[src/rtl/diff_amp_stim_pkg.sv]
// -----------------------------------------------------------------------------
// diff_amp_stim_pkg
// Shared constants for the diff-amp stimulus generator: register map addresses,
// CTRL bit positions, uo_out bit positions and the sweep FSM state type.
// -----------------------------------------------------------------------------
package diff_amp_stim_pkg;

    // Register map, selected by ui_in[2:1] during a write
    localparam logic [1:0] ADDR_CODE_P = 2'd0;
    localparam logic [1:0] ADDR_CODE_B = 2'd1;
    localparam logic [1:0] ADDR_STEP   = 2'd2;
    localparam logic [1:0] ADDR_CTRL   = 2'd3;

    // CTRL register bit positions
    localparam int CTRL_SWEEP_EN = 0;
    localparam int CTRL_MODE     = 1;

    // uo_out bit positions
    localparam int UO_DSM_P     = 0;
    localparam int UO_DSM_B     = 1;
    localparam int UO_SWEEP_DIR = 2;
    localparam int UO_TURN      = 3;

    // Sweep direction FSM; UP doubles as the "dir=1" output level
    typedef enum logic {
        ST_DOWN = 1'b0,
        ST_UP   = 1'b1
    } sweepState_t;

endpackage

[src/rtl/diff_amp_stim_dsm_dsm1.sv]
// -----------------------------------------------------------------------------
// dsm1
// First-order sigma-delta modulator. Each enabled clock adds the code into a
// WIDTH-bit accumulator; the carry out becomes the 1-bit output, so the long
// term ones density is code / 2**WIDTH.
// Ports:
//   clk      in   system clock
//   rst_n    in   asynchronous active-low reset
//   en       in   advance the accumulator (holds state when low)
//   code     in   WIDTH-bit level code
//   bit_out  out  registered carry, the modulated bit stream
// -----------------------------------------------------------------------------
module dsm1 #(
    parameter int WIDTH = 8
) (
    input  logic             clk,
    input  logic             rst_n,
    input  logic             en,
    input  logic [WIDTH-1:0] code,
    output logic             bit_out
);

    logic [WIDTH-1:0] r_acc;
    logic             r_bit;
    logic [WIDTH:0]   w_sum;

    // One extra bit on the adder holds the carry that drives the output
    assign w_sum = {1'b0, r_acc} + {1'b0, code};

    // Accumulate and capture the carry together; both freeze while en is low
    // so the stream resumes exactly where it stopped.
    always_ff @(posedge clk or negedge rst_n) begin
        if (!rst_n) begin
            r_acc <= '0;
            r_bit <= 1'b0;
        end else if (en) begin
            r_acc <= w_sum[WIDTH-1:0];
            r_bit <= w_sum[WIDTH];
        end
    end

    assign bit_out = r_bit;

endmodule

[src/rtl/diff_amp_stim_dsm.sv]
// -----------------------------------------------------------------------------
// diff_amp_stim_dsm
// Digital stimulus generator for the diff-amp tile. The host writes 8-bit level
// codes through an asynchronous strobe; two sigma-delta modulators turn the
// vin+ and vb codes into 1-bit streams that are RC-filtered off chip. A sweep
// engine can ramp the vin+ code as a triangle or sawtooth.
// Ports:
//   clk      in   system clock
//   rst_n    in   asynchronous active-low reset
//   ena      in   0 freezes modulators and prescaler; writes still accepted
//   ui_in    in   [0] write strobe (async), [2:1] register address
//   uio_in   in   write data byte
//   uo_out   out  [0] dsm_p, [1] dsm_b, [2] sweep_dir, [3] turn pulse
//   uio_out  out  tied 0
//   uio_oe   out  tied 0, bidir pins are inputs
// -----------------------------------------------------------------------------
module diff_amp_stim_dsm
    import diff_amp_stim_pkg::*;
#(
    parameter int WIDTH       = 8,
    parameter int SYNC_STAGES = 2,
    parameter int SWEEP_DIV   = 16
) (
    input  logic       clk,
    input  logic       rst_n,
    input  logic       ena,
    input  logic [7:0] ui_in,
    input  logic [7:0] uio_in,
    output logic [7:0] uo_out,
    output logic [7:0] uio_out,
    output logic [7:0] uio_oe
);

    localparam int                   PRESC_W  = (SWEEP_DIV > 1) ? $clog2(SWEEP_DIV) : 1;
    localparam logic [PRESC_W-1:0]   PRESC_TC = PRESC_W'(SWEEP_DIV - 1);
    localparam logic [WIDTH-1:0]     CODE_MAX = '1;

    logic [SYNC_STAGES-1:0] r_sync;
    logic                   r_syncPrev;
    logic                   w_wrPulse;
    logic [1:0]             w_addr;
    logic [WIDTH-1:0]       w_data;
    logic                   w_wrCodeP;

    logic [WIDTH-1:0]       r_codeP;
    logic [WIDTH-1:0]       r_codeB;
    logic [WIDTH-1:0]       r_step;
    logic [1:0]             r_ctrl;
    sweepState_t            r_state;
    logic                   r_turn;

    logic [PRESC_W-1:0]     r_presc;
    logic                   w_tick;
    logic [WIDTH:0]         w_sumUp;

    logic                   w_dsmP;
    logic                   w_dsmB;
    logic                   w_unused;

    // Bring the asynchronous strobe into the clock domain. r_syncPrev remembers
    // the last synchronized level so only the rising edge produces a write.
    always_ff @(posedge clk or negedge rst_n) begin
        if (!rst_n) begin
            r_sync     <= '0;
            r_syncPrev <= 1'b0;
        end else begin
            r_sync     <= {r_sync[SYNC_STAGES-2:0], ui_in[0]};
            r_syncPrev <= r_sync[SYNC_STAGES-1];
        end
    end

    // Address and data come straight from the pins; the host keeps them stable
    // across the synchronizer delay, so they are valid when the pulse fires.
    assign w_wrPulse = r_sync[SYNC_STAGES-1] & ~r_syncPrev;
    assign w_addr    = ui_in[2:1];
    assign w_data    = WIDTH'(uio_in);
    assign w_wrCodeP = w_wrPulse && (w_addr == ADDR_CODE_P);

    // Prescaler: wraps every SWEEP_DIV enabled cycles. It is held at zero while
    // the sweep is off so the first step after enabling is a full period away.
    always_ff @(posedge clk or negedge rst_n) begin
        if (!rst_n) begin
            r_presc <= '0;
        end else if (!r_ctrl[CTRL_SWEEP_EN]) begin
            r_presc <= '0;
        end else if (ena) begin
            r_presc <= (r_presc == PRESC_TC) ? '0 : r_presc + PRESC_W'(1);
        end
    end

    assign w_tick  = ena && r_ctrl[CTRL_SWEEP_EN] && (r_presc == PRESC_TC);
    assign w_sumUp = {1'b0, r_codeP} + {1'b0, r_step};

    // Register file and sweep FSM share one block because both write CODE_P.
    // A host write to CODE_P on a tick cycle wins outright: the step is skipped
    // and the direction state is left alone. Writes to the other registers do
    // not block the tick, which then uses the pre-write STEP/CTRL values.
    // Sawtooth ticks always leave the FSM in UP, so switching mode mid-sweep
    // forces the direction up on the next tick.
    always_ff @(posedge clk or negedge rst_n) begin
        if (!rst_n) begin
            r_codeP <= '0;
            r_codeB <= '0;
            r_step  <= '0;
            r_ctrl  <= '0;
            r_state <= ST_UP;
            r_turn  <= 1'b0;
        end else begin
            r_turn <= 1'b0;
            if (w_wrPulse) begin
                case (w_addr)
                    ADDR_CODE_P: r_codeP <= w_data;
                    ADDR_CODE_B: r_codeB <= w_data;
                    ADDR_STEP:   r_step  <= w_data;
                    ADDR_CTRL:   r_ctrl  <= w_data[1:0];
                endcase
            end
            if (w_tick && !w_wrCodeP) begin
                if (r_ctrl[CTRL_MODE]) begin
                    r_codeP <= w_sumUp[WIDTH-1:0];
                    r_turn  <= w_sumUp[WIDTH];
                    r_state <= ST_UP;
                end else begin
                    case (r_state)
                        ST_UP: begin
                            if (w_sumUp[WIDTH]) begin
                                r_codeP <= CODE_MAX;
                                r_state <= ST_DOWN;
                                r_turn  <= 1'b1;
                            end else begin
                                r_codeP <= w_sumUp[WIDTH-1:0];
                            end
                        end
                        ST_DOWN: begin
                            if (r_codeP < r_step) begin
                                r_codeP <= '0;
                                r_state <= ST_UP;
                                r_turn  <= 1'b1;
                            end else begin
                                r_codeP <= r_codeP - r_step;
                            end
                        end
                    endcase
                end
            end
        end
    end

    dsm1 #(.WIDTH(WIDTH)) u_dsmP (
        .clk     (clk),
        .rst_n   (rst_n),
        .en      (ena),
        .code    (r_codeP),
        .bit_out (w_dsmP)
    );

    dsm1 #(.WIDTH(WIDTH)) u_dsmB (
        .clk     (clk),
        .rst_n   (rst_n),
        .en      (ena),
        .code    (r_codeB),
        .bit_out (w_dsmB)
    );

    // Output byte assembled from registered sources only
    always_comb begin
        uo_out               = '0;
        uo_out[UO_DSM_P]     = w_dsmP;
        uo_out[UO_DSM_B]     = w_dsmB;
        uo_out[UO_SWEEP_DIR] = (r_state == ST_UP);
        uo_out[UO_TURN]      = r_turn;
    end

    assign uio_out  = '0;
    assign uio_oe   = '0;
    assign w_unused = &{1'b0, ui_in[7:3]};

endmodule

[config.mk]
export PLATFORM = sky130hd
export DESIGN_NAME = diff_amp_stim_dsm
export DESIGN_NICKNAME = d
export VERILOG_FILES = /design/src/rtl/diff_amp_stim_pkg.sv /design/src/rtl/diff_amp_stim_dsm_dsm1.sv /design/src/rtl/diff_amp_stim_dsm.sv
export SDC_FILE = /design/constraint.sdc
export NUM_CORES = 1
export LEC_CHECK = 0
export ABC_CLOCK_PERIOD_IN_PS = 5340
export BUFFER_PORTS_ARGS = -buffer_cell sky130_fd_sc_hd__buf_4
export CAP_MARGIN = 20
export CORE_ASPECT_RATIO = 0.75
export CORE_UTILIZATION = 64
export DETAILED_ROUTE_END_ITERATION = 8
export PLACE_DENSITY = 0.86
export SYNTH_ARGS = -nofsm -noshare
export SYNTH_HDL_FRONTEND = slang
export SYNTH_HIERARCHICAL = 1
export SYNTH_SLANG_ARGS = --single-unit
export TNS_END_PERCENT = 5
[constraint.sdc]
create_clock -name clk -period 5.34 [get_ports clk]
set_input_delay 0 -clock clk [delete_from_list [all_inputs] [get_ports clk]]
set_output_delay 0 -clock clk [all_outputs]
set_load 0.02 [all_outputs]
==> impl_summary.log <==
[metrics] largest area contributor in the netlist: sky130_fd_sc_hd__dfrtp_1
[metrics] reg2reg end: r_codeP[3]
[metrics] highest attainable clock frequency: 363.3 MHz
[metrics] area of the multi-input gates: 2258 µm²
[metrics] Die X: 91.40 µm
[metrics] Required @ worst endpoint: 5.54 ns
[metrics] ranking of synthesized cells by instance count: 52 x sky130_fd_sc_hd__dfrtp_1, 34 x sky130_fd_sc_hd__ha_1, 29 x sky130_fd_sc_hd__o21ai_0
[metrics] setup repair after global routing missed its margin: false
[metrics] share of Yosys cell area claimed by the top area cell type: 33.92%
[metrics] Post-DP Area: 3897 µm²
[metrics] library cell appearing most often on the critical path: sky130_fd_sc_hd__inv_1
[metrics] cell chain of the critical path: inv_1 -> ha_1 -> inv_1 -> fa_1 -> a211oi_2 -> o211ai_2 -> and3_1 -> a221o_1 -> a21oi_1 -> o211ai_1
[metrics] CTS sink cnt: 53
[metrics] Hold Crit Class: input pin to flop
[metrics] count of unique library cells instantiated by Yosys: 63
[metrics] Min-Delay Startpoint: ui_in[2]
[metrics] result of the run: completed
[metrics] wire length of the first global-routing pass: 13290 µm
[metrics] startpoint-to-endpoint class of the critical path: flop to flop
[metrics] detailed-router iteration count before antenna repair: 4
[metrics] sequential cell area: 1328 µm²
[metrics] Synth warnings: 6
[metrics] dominant synthesized flop cell: sky130_fd_sc_hd__dfrtp_1
[metrics] detailed-route vias per instance: 5.963
[metrics] Row Count: 24
[metrics] wire length per cell after detailed routing: 15.79 µm
[metrics] highest cell delay on the worst timing path: 0.44 ns
[metrics] Filler Cell Count: 444
[metrics] post-detailed-route count of antenna-violating nets: 0
[metrics] power density cells: 461.9 nW/µm²
[metrics] antenna diode count: 0
[metrics] Die ar.: 6311 µm²
[metrics] share of total power consumed by net switching: 43.09%
[metrics] flop and latch count out of synthesis: 53
[metrics] total number of H-tree levels: 2
[metrics] Leak: 1.825 nW
[metrics] number of input and output port buffers inserted: 17
[metrics] Non-Filler Cell Area, Final: 4095 µm²
[metrics] Pint: 0.001076 W
[metrics] Max Root-Sink Buffers: 2
[metrics] cell with the largest stage delay on the worst path: sky130_fd_sc_hd__dfrtp_1
[metrics] Arr. time, crit path: 2.95 ns
[metrics] largest driver fanout on the critical path: 9
[metrics] dominant cell by count in the synthesized netlist: sky130_fd_sc_hd__dfrtp_1
[metrics] Worst-Margin Slew: 0.6761 ns
[metrics] Reg2Reg Launch Point: r_codeP[0]
[metrics] global routing usage on met1: 36.21%
[metrics] period utilization: 51.55%
[metrics] TritonCTS Buffers: 5
[metrics] clock skew: 0.01409 ns
[metrics] Sequential Power Share: 32.0%
[metrics] GR Util met2: 43.69%
[metrics] fraction of met3 tracks used by global routing: 4.415%
[metrics] final count of hold timing violations: 0
[metrics] Finished Core Util: 70.66%
[metrics] top post-synthesis cells by area: sky130_fd_sc_hd__dfrtp_1 34%, sky130_fd_sc_hd__ha_1 11%, sky130_fd_sc_hd__buf_4 4.7%
[metrics] total track usage: 26.40%
[metrics] post-synthesis sequential area ratio: 34.61%
[metrics] number of vias in the routed layout: 2934
[metrics] minimum setup slack after placement: 2.657 ns
[metrics] Chip Height: 69.05 µm
[metrics] EDFF count, synth: 0
[metrics] clock period minus worst slack: 2.753 ns
[metrics] average size of a mapped cell: 9.687 µm²
[metrics] Detail Placement HPWL: 5671 µm
[metrics] maximum number of pins on one net before global-route repair: 54
[metrics] kind of capture point of the worst setup path: flop
[metrics] least setup slack across all paths after layout: 2.587 ns
[metrics] fraction of synthesis flops using an asynchronous set or reset pin: 100.0%
[metrics] CTS tree: done
[metrics] P_sw: 0.0008150 W
[metrics] Worst Hold Path Cells: 4
[metrics] total negative setup slack: 0 ns
[metrics] core area: 5796 µm²
[metrics] cell count after synthesis: 396
[metrics] Remaining Overflow, GRT: 0
[metrics] count of pins over their slew limit: 0
[metrics] layer carrying the most global-route usage: met2
[metrics] hold path endpoint: r_codeP[2]
[metrics] slack of the worst reg-to-reg path: 2.59 ns
[metrics] post-detailed-route DRC marker count: 0
[metrics] count of max-cap constraint violations: 0
[metrics] category of the worst setup path launch point: flop
[metrics] Area growth, synth to finish: 6.752%
[metrics] depth of the worst register-to-register path: 10
[metrics] Initial Utilization: 66.19%
[metrics] setup bufs post-CTS: 0
[metrics] drt first-iter violations: 124
[metrics] wire length after detailed routing: 7771 µm
[metrics] IR Drop Worst-Case VDD: 0.2900 mV
[metrics] smallest hold slack: 0.01635 ns
[metrics] antenna violations before repair: 0
[metrics] Final Net Count: 470
[metrics] Cell Area, Synth: 3836 µm²
[metrics] clock latency of the later-clocked register in the worst-skew pair: 0.32 ns
[metrics] relative max-transition margin: 54.92%
[metrics] routability congestion estimate: 0.8805
[metrics] final setup violation count: 0
[metrics] clock network fraction of design power: 13.4%
[metrics] share of post-route cells with drive strength above 1: 14.49%
[metrics] combinational group share of total power: 54.6%
[metrics] clock transition at the registers of the reported paths: 0.11 ns
[metrics] master cell of the clock root buffer: sky130_fd_sc_hd__clkbuf_8
[metrics] # IOs: 43
[metrics] vias in the first global route: 2847
[per-layer routing]
| metal | wire length (µm) | vias up |
|---|---|---|
| met5 | 0 | - |
| met1 | 3652 | 1421 |
| met4 | 81 | 0 |
| met2 | 3643 | 77 |
| li1 | - | 1427 |
| met3 | 393 | 9 |
[layout make-up]
cell class	instances	area share, %
clock buffer	5	1.680
clock inverter	3	0.7027
inverter	19	1.742
multi-input combinational	305	55.15
sequential	53	32.42
tap	78	2.383
timing repair buffer	29	5.927
[cells in the final DEF, fill, tap and decap left out, types with 2 or more instances in the layout]
master,n
sky130_fd_sc_hd__a21o_1,6
sky130_fd_sc_hd__and2_1,2
sky130_fd_sc_hd__clkbuf_8,5
sky130_fd_sc_hd__nor2b_1,10
sky130_fd_sc_hd__o22ai_1,8
sky130_fd_sc_hd__nor2_1,19
sky130_fd_sc_hd__mux2i_1,6
sky130_fd_sc_hd__xor2_1,4
sky130_fd_sc_hd__mux2_2,13
sky130_fd_sc_hd__nand2_1,24
sky130_fd_sc_hd__and3_1,4
sky130_fd_sc_hd__dlygate4sd3_1,10
sky130_fd_sc_hd__nor3_1,6
sky130_fd_sc_hd__nand2b_1,6
sky130_fd_sc_hd__inv_1,19
sky130_fd_sc_hd__xnor2_1,7
sky130_fd_sc_hd__nand3_1,7
sky130_fd_sc_hd__mux2_1,4
sky130_fd_sc_hd__o221ai_1,2
sky130_fd_sc_hd__dfrtp_1,52
sky130_fd_sc_hd__nor3b_1,2
sky130_fd_sc_hd__nand4b_1,5
sky130_fd_sc_hd__o21ai_1,3
sky130_fd_sc_hd__fa_1,4
sky130_fd_sc_hd__a211oi_2,3
sky130_fd_sc_hd__o21bai_2,2
sky130_fd_sc_hd__o211ai_1,6
sky130_fd_sc_hd__o32ai_2,2
sky130_fd_sc_hd__o21ai_2,4
sky130_fd_sc_hd__conb_1,20
sky130_fd_sc_hd__o21ai_0,29
sky130_fd_sc_hd__nand3b_1,6
sky130_fd_sc_hd__ha_1,34
sky130_fd_sc_hd__o31ai_1,2
sky130_fd_sc_hd__a21oi_1,23
sky130_fd_sc_hd__buf_4,19
sky130_fd_sc_hd__a211oi_1,7
[critical path: cells and delay by family (launching register included)]
family / cells / cell delay, ns
AO/OA/AOI/OAI: 5 / 1.16
adder cells (fa/ha/maj): 2 / 0.58
flip-flops: 1 / 0.44
AND/OR/NAND/NOR: 1 / 0.31
buffers and inverters: 2 / 0.15
[worst max path at each step]
| stage | cells after the start | startpoint | slack (ns) | endpoint |
|---|---|---|---|---|
| 6_report | 10 | r_codeP[0] | 2.59 | r_codeP[3] |
| 3_5_place_dp | 10 | r_codeP[0] | 2.66 | r_codeP[3] |
| 5_1_grt | 10 | r_codeP[0] | 2.43 | r_codeP[5] |
| 3_3_place_gp | 10 | r_codeP[0] | 2.67 | r_codeP[3] |
| 4_1_cts | 10 | r_codeP[0] | 2.62 | r_codeP[3] |
| 2_1_floorplan | 11 | r_codeP[0] | 2.99 | r_codeP[3] |
[sequential cells by signal, indices dropped and copies added (netlist names)]
name / count
r_codeB: 8
r_codeP: 8
r_step: 8
u_dsmB/r_acc: 8
u_dsmP/r_acc: 8
r_presc: 4
r_ctrl: 2
r_sync: 2
r_state: 1
r_syncPrev: 1
r_turn: 1
u_dsmB/bit_out: 1
u_dsmP/bit_out: 1
[stage by stage]
| step | cells | total power (W) |
|---|---|---|
| 2_1_floorplan | 415 | 0.001443 |
| 3_3_place_gp | 474 | 0.001570 |
| 3_5_place_dp | 474 | 0.001623 |
| 4_1_cts | 492 | 0.001888 |
| 5_1_grt | 492 | 0.002050 |
| 6_report | 492 | 0.001891 |
[cells by family after synthesis]
group                    Yosys count  synth area share (%)
adder cells (fa/ha/maj)           38                 13.18
multiplexers                      23                 6.556
XOR/XNOR                          11                 2.511
flip-flops                        53                 34.61
AO/OA/AOI/OAI                    111                 19.99
buffers and inverters             57                 8.545
other                              1               0.09775
AND/OR/NAND/NOR                  102                 14.51
[power groups by stage]
stage	combinational [W]	sequential, W	clock [W]
detailed placement	0.00101	0.000613	0
global route	0.00116	0.000621	0.000273
global placement	0.000964	0.000606	0
finish	0.00103	0.000606	0.000253
floorplan	0.000856	0.000587	0
CTS	0.00103	0.000606	0.000257
[repair_timing]
action / in CTS / in global routing
gates resized for setup: 0 / 0
hold buffers: 10 / 0
endpoints found under the hold margin: 75 / 0
Note: power is estimated with default switching activity, not from simulation.
